===== src/rtl/rr_data_arbiter.sv =====
// rr_data_arbiter
//   Shares one DW-bit output channel among six DW-bit sources. Each cycle a
//   round-robin search picks one eligible source (req & src_en). Its data is
//   steered through a 6:1 select and captured in a single-entry valid/ready
//   output register.
//
// Ports
//   clk          rising-edge clock
//   areset_n     asynchronous active-low reset
//   req[5:0]     per-source request
//   data0..data5 per-source data, held stable while requesting and not acked
//   src_en[5:0]  enable mask; a disabled source is never granted
//   ack[5:0]     one-hot, combinational: source data is captured at this edge
//   out_valid    output register holds a word
//   out_ready    consumer accepts the word while out_valid=1
//   out_data     registered data
//   out_sel      registered index (0-5) of the producing source
//   grant_cnt    saturating count of words accepted by the consumer
module rr_data_arbiter #(
  parameter int NUM_SRC = 6,
  parameter int DW      = 4
) (
  input  logic                 clk,
  input  logic                 areset_n,
  input  logic [NUM_SRC-1:0]   req,
  input  logic [DW-1:0]        data0,
  input  logic [DW-1:0]        data1,
  input  logic [DW-1:0]        data2,
  input  logic [DW-1:0]        data3,
  input  logic [DW-1:0]        data4,
  input  logic [DW-1:0]        data5,
  input  logic [NUM_SRC-1:0]   src_en,
  output logic [NUM_SRC-1:0]   ack,
  output logic                 out_valid,
  input  logic                 out_ready,
  output logic [DW-1:0]        out_data,
  output logic [2:0]           out_sel,
  output logic [7:0]           grant_cnt
);

  typedef enum logic {EMPTY, FULL} state_t;

  state_t        state_reg, state_next;
  logic [2:0]    ptr_reg, ptr_next;
  logic [DW-1:0] data_reg;
  logic [2:0]    sel_reg;
  logic [7:0]    cnt_reg;

  logic [NUM_SRC-1:0] elig;
  logic [2:0]         cand_idx [NUM_SRC];
  logic [NUM_SRC-1:0] cand_hit;
  logic [2:0]         win;
  logic               any_hit;
  logic [DW-1:0]      win_data;
  logic               load;
  logic               drain;

  assign elig = req & src_en;

  // Candidate gi is the source gi places after the pointer, wrapping 5 -> 0.
  genvar gi;
  generate
    for (gi = 0; gi < NUM_SRC; gi++) begin : g_cand
      logic [3:0] sum;
      assign sum          = {1'b0, ptr_reg} + 4'(gi);
      assign cand_idx[gi] = (sum >= 4'd6) ? 3'(sum - 4'd6) : sum[2:0];
      assign cand_hit[gi] = elig[cand_idx[gi]];
    end
  endgenerate

  // First hit in search order wins; scan from the back so the earliest sticks.
  always_comb begin
    win     = 3'd0;
    any_hit = 1'b0;
    for (int k = NUM_SRC - 1; k >= 0; k--) begin
      if (cand_hit[k]) begin
        win     = cand_idx[k];
        any_hit = 1'b1;
      end
    end
  end

  // Encoded 6:1 data select; the two unused codes return zero.
  always_comb begin
    win_data = '0;
    case (win)
      3'd0:    win_data = data0;
      3'd1:    win_data = data1;
      3'd2:    win_data = data2;
      3'd3:    win_data = data3;
      3'd4:    win_data = data4;
      3'd5:    win_data = data5;
      default: win_data = '0;
    endcase
  end

  assign out_valid = (state_reg == FULL);
  assign drain     = out_valid & out_ready;
  // Gating with areset_n keeps ack low for the whole reset assertion.
  assign load      = areset_n & any_hit & (~out_valid | out_ready);
  assign ack       = load ? (NUM_SRC'(1) << win) : '0;

  always_comb begin
    state_next = state_reg;
    ptr_next   = ptr_reg;
    case (state_reg)
      EMPTY: if (load) state_next = FULL;
      FULL: begin
        if (load)           state_next = FULL;
        else if (out_ready) state_next = EMPTY;
      end
      default: state_next = EMPTY;
    endcase
    if (load) ptr_next = (win == 3'd5) ? 3'd0 : win + 3'd1;
  end

  always_ff @(posedge clk or negedge areset_n) begin
    if (!areset_n) begin
      state_reg <= EMPTY;
      ptr_reg   <= 3'd0;
      data_reg  <= '0;
      sel_reg   <= 3'd0;
      cnt_reg   <= 8'd0;
    end else begin
      state_reg <= state_next;
      ptr_reg   <= ptr_next;
      if (load) begin
        data_reg <= win_data;
        sel_reg  <= win;
      end
      if (drain && cnt_reg != 8'hFF) cnt_reg <= cnt_reg + 8'd1;
    end
  end

  assign out_data  = data_reg;
  assign out_sel   = sel_reg;
  assign grant_cnt = cnt_reg;

endmodule


===== config.mk =====
export PLATFORM = sky130hd
export DESIGN_NAME = rr_data_arbiter
export DESIGN_NICKNAME = d
export VERILOG_FILES = /design/src/rtl/rr_data_arbiter.sv
export SDC_FILE = /design/constraint.sdc
export NUM_CORES = 1
export LEC_CHECK = 0
export BUFFER_PORTS_ARGS = -buffer_cell sky130_fd_sc_hd__buf_2
export CAP_MARGIN = 40
export CELL_PAD_IN_SITES_DETAIL_PLACEMENT = 1
export CELL_PAD_IN_SITES_GLOBAL_PLACEMENT = 1
export CORE_AREA = 2 2 75 77
export CTS_CLUSTER_SIZE = 28
export DETAILED_ROUTE_END_ITERATION = 12
export DIE_AREA = 0 0 77 79
export GPL_TIMING_DRIVEN = 0
export PLACE_DENSITY_LB_ADDON = 0.1
export SYNTH_ARGS = -nofsm -noshare
export SYNTH_HDL_FRONTEND = slang
export SYNTH_SLANG_ARGS = --single-unit

===== constraint.sdc =====
create_clock -name clk -period 5.7 [get_ports clk]
set_input_delay 0.855 -clock clk [delete_from_list [all_inputs] [get_ports clk]]
set_output_delay 0.855 -clock clk [all_outputs]
set_load 0.01 [all_outputs]

**Yosys cells after proc, flatten, opt, wreduce, memory -nomap -nowiden**

Index checks and enable logic that the tools add are counted.

- Bits in registers: 19
- Latch bits: 0
- RAM bits: 0
- Bits in read-only memories: 0
- Bits of input ports: 39
- Output and inout bits: 22
- Memories kept: 0

- Add/subtract/negate cells: 13
- Multipliers: 0
- Div/mod/pow operators: 0
- Order comparisons: 12
- Equal/unequal tests: 6
- Shifts and indexed selects: 1
- Mux-type cells: 37
- Bitwise operators: 6
- Reduce and logical (&&, ||, !) cells: 2

Operators by type and width:

| kind | number |
|---|---|
| 3-bit 2-to-1 mux | 13 |
| 3-bit by 4-bit < comparator with 1-bit output, second input constant | 6 |
| 4-bit case mux with 6 select lines | 1 |
| 4-bit by 3-bit >= comparator with 1-bit output, second input constant | 5 |
| 1-bit binary-select mux with 3-bit select | 6 |
| 3-bit subtractor, second input constant | 6 |
| 1-bit 2-to-1 mux | 15 |
| 3-bit by 2-bit adder with 4-bit output, second input constant | 2 |
| 3-bit by 3-bit adder with 4-bit output, second input constant | 2 |
| 8-bit by 1-bit adder with 8-bit output, second input constant | 1 |
| 8-bit != test, second input constant | 1 |
| 6-bit AND | 1 |
| 3-bit by 2-bit == test with 1-bit output, second input constant | 2 |
| 3-bit == test, second input constant | 2 |
| 6-bit 2-to-1 mux | 1 |
| 1-bit by 3-bit << shifter with 6-bit output, first input constant | 1 |
| 3-bit by 1-bit adder with 4-bit output, second input constant | 1 |
| 3-bit by 1-bit adder with 3-bit output, second input constant | 1 |
| 1-bit AND | 3 |
| 3-bit by 1-bit == test with 1-bit output, second input constant | 1 |
| 3-bit >= comparator, second input constant | 1 |
| 3-bit logical NOT | 1 |
| 1-bit case mux with 2 select lines | 1 |
| 1-bit logical AND | 1 |
| 2 further kinds | 2 |

**Depth between registers and ports, before layout**

Gate-level depths: netlist (run 1).

- Word-level depth: 15
- Mapped depth: 15
- Mapped depth without buffers: 13

**Worst setup path after synthesis (run 1)**

OpenSTA, ideal clock, no wires.

- Kind: register to output
- Start: register ptr_reg[0]
- End: output ack[3]
- Data arrival time: 3.055 ns
- Data required time: 4.845 ns
- Path slack: 1.790 ns
- Stages on the path, launching flop included: 14
- Path buffers: 2
- Cell sequence: dfrtp_1 buf_6 inv_2 ha_1 nor2b_1 or4_1 and3b_1 o31ai_1 o311ai_2 a31oi_2 buf_6 ha_1 inv_1 nor2_1

- Longest elaborated chain between the ends: 14

Ends and longest elaborated chain:

| item | RTL line | source |
|---|---|---|
| start, declared | 44 | `logic [2:0] ptr_reg, ptr_next;` |
| start signal, assigned | 126 | `ptr_reg <= ptr_next;` |
| 3-bit by 3-bit adder with 4-bit output | 65 | `assign sum = {1'b0, ptr_reg} + 4'(gi);` |
| 4-bit by 3-bit >= comparator with 1-bit output or 3-bit subtractor (tied branches) | 66 | `assign cand_idx[gi] = (sum >= 4'd6) ? 3'(sum - 4'd6) : sum[2:0];` |
| 3-bit 2-to-1 mux | 66 |  |
| 1-bit binary-select mux with 3-bit select | 67 | `assign cand_hit[gi] = elig[cand_idx[gi]];` |
| 1-bit 2-to-1 mux (implied by the code) | 67 |  |
| 1-bit 2-to-1 mux (6 in a row) | 76 | `if (cand_hit[k]) begin` |
| 1-bit AND (2 in a row) | 100 | `assign load = areset_n & any_hit & (~out_valid \| out_ready);` |
| 6-bit 2-to-1 mux * | 101 | `assign ack = load ? (NUM_SRC'(1) << win) : '0;` |
| end, declared | 33 | `output logic [NUM_SRC-1:0] ack,` |

Every way passes the cells marked *; elsewhere a longest branch is shown, timed or not. The select of a mux whose other input is x is not followed.

**Worst setup path in the final report (run 1)**

Same ends and word-level chain as after synthesis.

==> impl_metrics.csv, run 1 <==
group,metric,value,unit
sta,finalCriticalPeriod,5077,ps
final_layout,fillers,694,
yosys,synthesis.nets,298,
die,die_y,79,um
final_layout,finalNonFillerCells,385,
final_layout,diodes,0,
sta,finalCritPeriodShare,89.07,%
routing,topRoutingLayerUsed,"met4",
global_routing,grt_max_degree,21,
yosys,synth_top_cells_by_count,"nand2_1, dfrtp_1, nor2_1, a21oi_1, and2_1",
critical_path,r2r-end,"out_data[0]$_DFFE_PN0P_",
sta,worst_pin_slew,608.8,ps
critical_path,worst_setup_path_end_kind,"output pin",
cts,cts.root.buffer_cell,"clkbuf_8",
die,die-area,6083,sq um
cts,cts.clk_slew.worst_paths,80,ps
final_layout,synthToLayoutAreaGrowth,20.63,%
hold_path,hold_start,"out_sel[2]$_DFFE_PN0P_",
hold_path,min_path_type,"flip-flop to flip-flop",
yosys,synth_top_cell_by_area,"dfrtp_1",
yosys,ys_warn_count,0,
cts,ctsHoldBuffers,0,
pwr,total_power,2.026,mW
global_routing,grt_pass1_vias,2290,
routing,via_per_inst,5.849,
cts,clock_path_buffers,2,
final_layout,nets,363,
global_routing,grt_pass1_wl,11050,um
sta,max_freq,197.0,MHz
die,core,5338,sq um
status,status,"finished, final reports clean",
pwr,leakage,1.208,nW
sta,setup_ws,622.8,ps
critical_path,required,4850,ps
placement,io_buffers,60,
yosys,synth_most_common_cell,"nand2_1",
routing,met1Wirelength,3056,um
global_routing,antenna_found_initial,0,
global_routing,overflow,0,
yosys,synth-edff-count,0,
yosys,synth-seq-area-share,22.34,%
cts,ctsHtreeMaxLevel,1,
routing,vias,2252,
final_layout,largest_reg_flops,8,
routing,drt_iter0_drc,175,
sta,finalSetupViolCount,0,
sta,finClkSkew,4.610,ps
pwr,ir_worst_vdd,0.3620,mV
critical_path,setup.worst_path.class,"flip-flop to output pin",
cts,clock_latency,260,ps
die,die_w,77,um
final_layout,drive_gt1_share,30.67,%
routing,met2WireLength,3295,um
yosys,synth_top_area_share,22.34,%
die,fp-row-count,27,
placement,placed_cells,381,
job,drv_cap,0,
global_routing,track_usage,22.37,%
cts,cts_buffers,3,
hold_path,min_path_cells,2,
sta,relSlewSlack,59.26,%
critical_path,startpoint_type,"flip-flop",
yosys,synth_area_leaders,"dfrtp_1, ha_1, nand2_1, a22oi_1, and2_1",
die,io_pins,61,
final_layout,final_area,2567,sq um
yosys,async_reset_ff_share,100.0,%
sta,finalSetupTns,0,ps
yosys,ys_ff_latch,19,
placement,finalWeightedCongestion,0.8557,
placement,place_hpwl,5357,um
sta,hold_violations,0,
yosys,syn_area,2128,sq um
pwr,power.density,789.0,nW/um^2
placement,place_area,2519,sq um
critical_path,cp.arrival,4220,ps
yosys,synth_ff_type,"dfrtp_1",
critical_path,reg2reg_slack,1440,ps
cts,numClockSinks,19,
routing,wl_per_cell,17.45,um
yosys,yosysUniqueCellTypes,57,
hold_path,hold_end,"out_sel[2]$_DFFE_PN0P_",
yosys,synth_cells,249,
critical_path,cp_max_fo,10,
placement,post-place-ws,949.4,ps
routing,wl,6719,um
cts,cts_tree,"built",
cts,post_cts_buffers,0,
routing,drc,0,
critical_path,r2r_start,"ptr_reg[0]$_DFFE_PN0P_",
routing,wl_met3,259,um
die,initial_utilization,39.87,%
yosys,syn_area_per_cell,8.547,sq um
sta,final_max_slew_viol_count,0,
sta,rsz0062_at_grt,"false",
cts,ctsResizeCount,0,
routing,antenna_left,0,
critical_path,reg2reg_depth,14,
routing,dr.pass1.iters,4,
report_power, final:
part,internal [mW],switching [mW],total [mW]
clock network,0.0493,0.0509,0.100
registers,0.194,0.0695,0.263
logic,0.677,0.985,1.66
total,0.920,1.11,2.03
logic make-up after synthesis:
| logic type | synth area share, % |
|---|---|
| mux | 6.466 |
| xor+xnor | 5.350 |
| buf+inv | 4.291 |
| flops | 22.34 |
| simple gates | 25.34 |
| fa+ha+maj | 5.879 |
| compound gates | 30.34 |
how the worst max path moves through the flow:
stage | cells past startpoint | slack [ps] | startpoint | endpoint
3_3_place_gp | 15 | 990 | ptr_reg[0]$_DFFE_PN0P_ | ack[3]
4_1_cts | 15 | 660 | ptr_reg[0]$_DFFE_PN0P_ | ack[3]
3_5_place_dp | 15 | 950 | ptr_reg[0]$_DFFE_PN0P_ | ack[3]
2_1_floorplan | 13 | 1790 | ptr_reg[0]$_DFFE_PN0P_ | ack[3]
6_report | 15 | 620 | ptr_reg[0]$_DFFE_PN0P_ | ack[3]
5_1_grt | 15 | 310 | ptr_reg[0]$_DFFE_PN0P_ | ack[3]
metrics by stage:
step | hold slack [ps] | utilization (%)
after global placement | 466.7 | 47.19
after detailed placement | 474.4 | 47.19
after floorplan | 507.9 | -
after global routing | 527.9 | 48.10
final | 507.3 | 48.10
after CTS | 497.5 | 48.10
layout make-up:
type                    count  area [sq um]  area share [%]
inverters                   4         15.01          0.5848
clock inverters             1         7.507          0.2924
flip-flops and latches     19         475.5           18.52
multi-input cells         215          1562           60.82
well taps                  72         90.09           3.509
plain buffers              11         76.32           2.973
repair buffers             60         300.3           11.70
clock buffers               3         41.29           1.608
critical path, stage by stage, from the launching register on:
cell and delay, ps:
dfrtp_1 600, buf_6 200, inv_2 80, ha_1 380, buf_2 240, clkbuf_1 380
nand4b_1 140, a21oi_1 290, nor2_1 140, a211oi_1 220, a2bb2oi_1 550, nor2_1 140
ha_1 300, inv_1 110, nor2_1 50, buf_2 140
layer usage:
| layer | GRT usage (%) | up-vias |
|---|---|---|
| met4 | 6.786 | 0 |
| met1 | 28.24 | 1085 |
| li1 | - | 1084 |
| met2 | 40.44 | 73 |
| met3 | 2.273 | 10 |
| met5 | 0 | - |
cell usage in the layout, fill, tap and decap left out, drive strengths merged, types with 5 or more instances in the layout:
cell / instances
ha: 10
mux2: 9
nand2b: 7
xor2: 6
and3: 6
o31ai: 6
nand2: 23
clkbuf: 5
nand3: 10
nand3b: 7
a22oi: 10
dfrtp: 19
nor3: 5
buf: 69
o21ai: 10
nor2: 16
a21oi: 12
a211oi: 10
xnor2: 7
and2: 11
No activity file was read; power rests on OpenSTA's default activity.
==> run 2: changes to the inputs <==
- ABC_AREA: not set -> 1
- CORE_AREA: 2 2 75 77 -> 2 2 76 78
- DIE_AREA: 0 0 77 79 -> 0 0 78 80
- HOLD_SLACK_MARGIN: not set -> 0.1
==> impl_metrics.csv, run 2 <==
group,metric,value,unit
status,status,"finished, final reports clean",
routing,drc,0,
cts,ctsResizeCount,0,
global_routing,grt_pass1_vias,2261,
yosys,syn_area_per_cell,6.264,sq um
critical_path,startpoint_type,"flip-flop",
final_layout,multiInputGateArea,1346,sq um
final_layout,regArea,475.5,sq um
cts,cts_tree,"built",
final_layout,finalNonFillerCells,456,
final_layout,fillers,783,
sta,relSlewSlack,69.34,%
global_routing,overflow,0,
yosys,ys_warn_count,0,
hold_path,min_path_type,"flip-flop to flip-flop",
yosys,synth_area_leaders,"dfrtp_1, nand2_1, nand3_1, ha_1, inv_1",
placement,place_hpwl,5009,um
yosys,synth_cells,320,
yosys,ys_ff_latch,19,
global_routing,antenna_found_initial,0,
cts,clock_latency,250,ps
global_routing,grt_max_degree,21,
yosys,async_reset_ff_share,100.0,%
final_layout,drive_gt1_share,25.78,%
critical_path,cp_max_fo,10,
die,die_w,78,um
yosys,synth_most_common_cell,"nand2_1",
cts,cts.root.buffer_cell,"clkbuf_8",
critical_path,required,4850,ps
cts,numClockSinks,19,
yosys,synth_ff_type,"dfrtp_1",
yosys,synth_top_area_share,23.72,%
job,drv_cap,0,
cts,cts_buffers,3,
global_routing,track_usage,19.97,%
critical_path,r2r_start,"ptr_reg[0]$_DFFE_PN0P_",
sta,final_max_slew_viol_count,0,
hold_path,hold_start,"out_data[2]$_DFFE_PN0P_",
placement,placed_cells,452,
yosys,synthesis.nets,369,
final_layout,synthToLayoutAreaGrowth,21.79,%
die,fp-row-count,27,
cts,ctsHoldBuffers,0,
final_layout,largest_reg_flops,8,
final_layout,layout_common_cells,"nand2_1, buf_2, inv_1, nand3_1, nor2_1",
sta,finalSetupTns,0,ps
critical_path,worst_setup_path_end_kind,"output pin",
critical_path,crit_start,"ptr_reg[1]$_DFFE_PN0P_",
critical_path,setup.worst_path.class,"flip-flop to output pin",
sta,hold_violations,0,
sta,max_freq,225.0,MHz
sta,finalCritPeriodShare,77.96,%
die,core,5405,sq um
yosys,synth_top_cell_by_area,"dfrtp_1",
routing,wl_per_cell,13.27,um
cts,clock_path_buffers,2,
placement,io_buffers,60,
die,die_y,80,um
die,io_pins,61,
routing,via_per_inst,4.991,
sta,finalCriticalPeriod,4444,ps
final_layout,nets,434,
cts,cts.clk_slew.worst_paths,70,ps
cts,ctsHtreeMaxLevel,1,
yosys,synth_top_cells_by_count,"nand2_1, inv_1, nand3_1, nor2_1, dfrtp_1",
yosys,synth-seq-area-share,23.72,%
sta,finClkSkew,3.519,ps
routing,antenna_left,0,
sta,finalSetupViolCount,0,
die,die-area,6240,sq um
routing,vias,2276,
sta,rsz0062_at_grt,"false",
die,initial_utilization,37.08,%
global_routing,grt_pass1_wl,10110,um
critical_path,cp.arrival,3590,ps
placement,finalWeightedCongestion,0.8195,
yosys,synth-edff-count,0,
routing,dr.pass1.iters,4,
yosys,yosysUniqueCellTypes,31,
routing,drt_iter0_drc,63,
routing,wl,6051,um
sta,worst_pin_slew,457.8,ps
yosys,syn_area,2004,sq um
cts,post_cts_buffers,0,
final_layout,diodes,0,
final_layout,final_common_cell,"nand2_1",
-- run 2: final timing paths --
path	to	slack, ps	cells after the start
hold reg to reg	out_data[2]$_DFFE_PN0P_	490	2
max in group asynchronous	ptr_reg[1]$_DFFE_PN0P_	4850	1
setup / recovery	ack[3]	1260	23
min in group asynchronous	out_data[0]$_DFFE_PN0P_	540	1
hold / removal	out_data[2]$_DFFE_PN0P_	490	2
setup reg to reg	out_data[3]$_DFFE_PN0P_	2160	27
-- run 2: final cells by class --
type | instances | share of cell area [%]
flip-flops and latches | 19 | 19.48
multi-input cells | 257 | 55.15
inverters | 39 | 5.997
plain buffers | 5 | 1.486
repair buffers | 60 | 12.30
clock inverters | 1 | 0.2050
clock buffers | 3 | 1.691
well taps | 72 | 3.690
-- run 2: critical path, cell delays in order, from the launching register on --
cell and delay (ps):
dfrtp_1 520, inv_1 190, ha_1 430, inv_2 120, nand2_2 100, nand2_1 70
nand2_1 100, nand2_1 80, nand2_1 120, nand2_1 90, nand2_1 110, nand2_1 70
nand2_2 110, nand3_1 70, nand2_1 70, nand2_2 70, nand2_1 80, nand2_2 70
buf_4 180, nor2_1 110, ha_1 260, inv_1 60, nor2_1 100, buf_2 140
-- run 2: routing by layer --
layer | track usage (%) | share of wire, %
met2 | 39.05 | 52
met4 | 3.684 | 0.59
met3 | 1.810 | 3.5
met5 | 0 | 0
met1 | 23.70 | 44
-- run 2: cells by family (layout without fill, tap and decap cells) --
logic type / count (synthesis) / count (layout) / share of synthesized area, %
AOI/OAI and AO/OA: 31 / 31 / 10.18
buffers and inverters: 44 / 108 / 9.113
and+or+nand+nor: 206 / 206 / 46.38
adders and majority gates: 10 / 10 / 6.242
xor gates and xnor gates: 10 / 10 / 4.369
DFF: 19 / 19 / 23.72
-- run 2: stage by stage --
stage / util [%] / hold slack (ps) / setup WS [ps] / area, sq um
CTS: 45.16 / 491.0 / 1190 / 2441
finish: 45.16 / 485.7 / 1256 / 2441
global placement: 44.31 / 462.3 / 1606 / 2395
detailed placement: 44.31 / 465.0 / 1498 / 2395
global route: 45.16 / 514.7 / 750.1 / 2441
floorplan: - / 508.5 / 2154 / 2004
Power of run 2 is not shown: default switching activity piles up to over one toggle a cycle in this logic, so the estimate is an artifact.
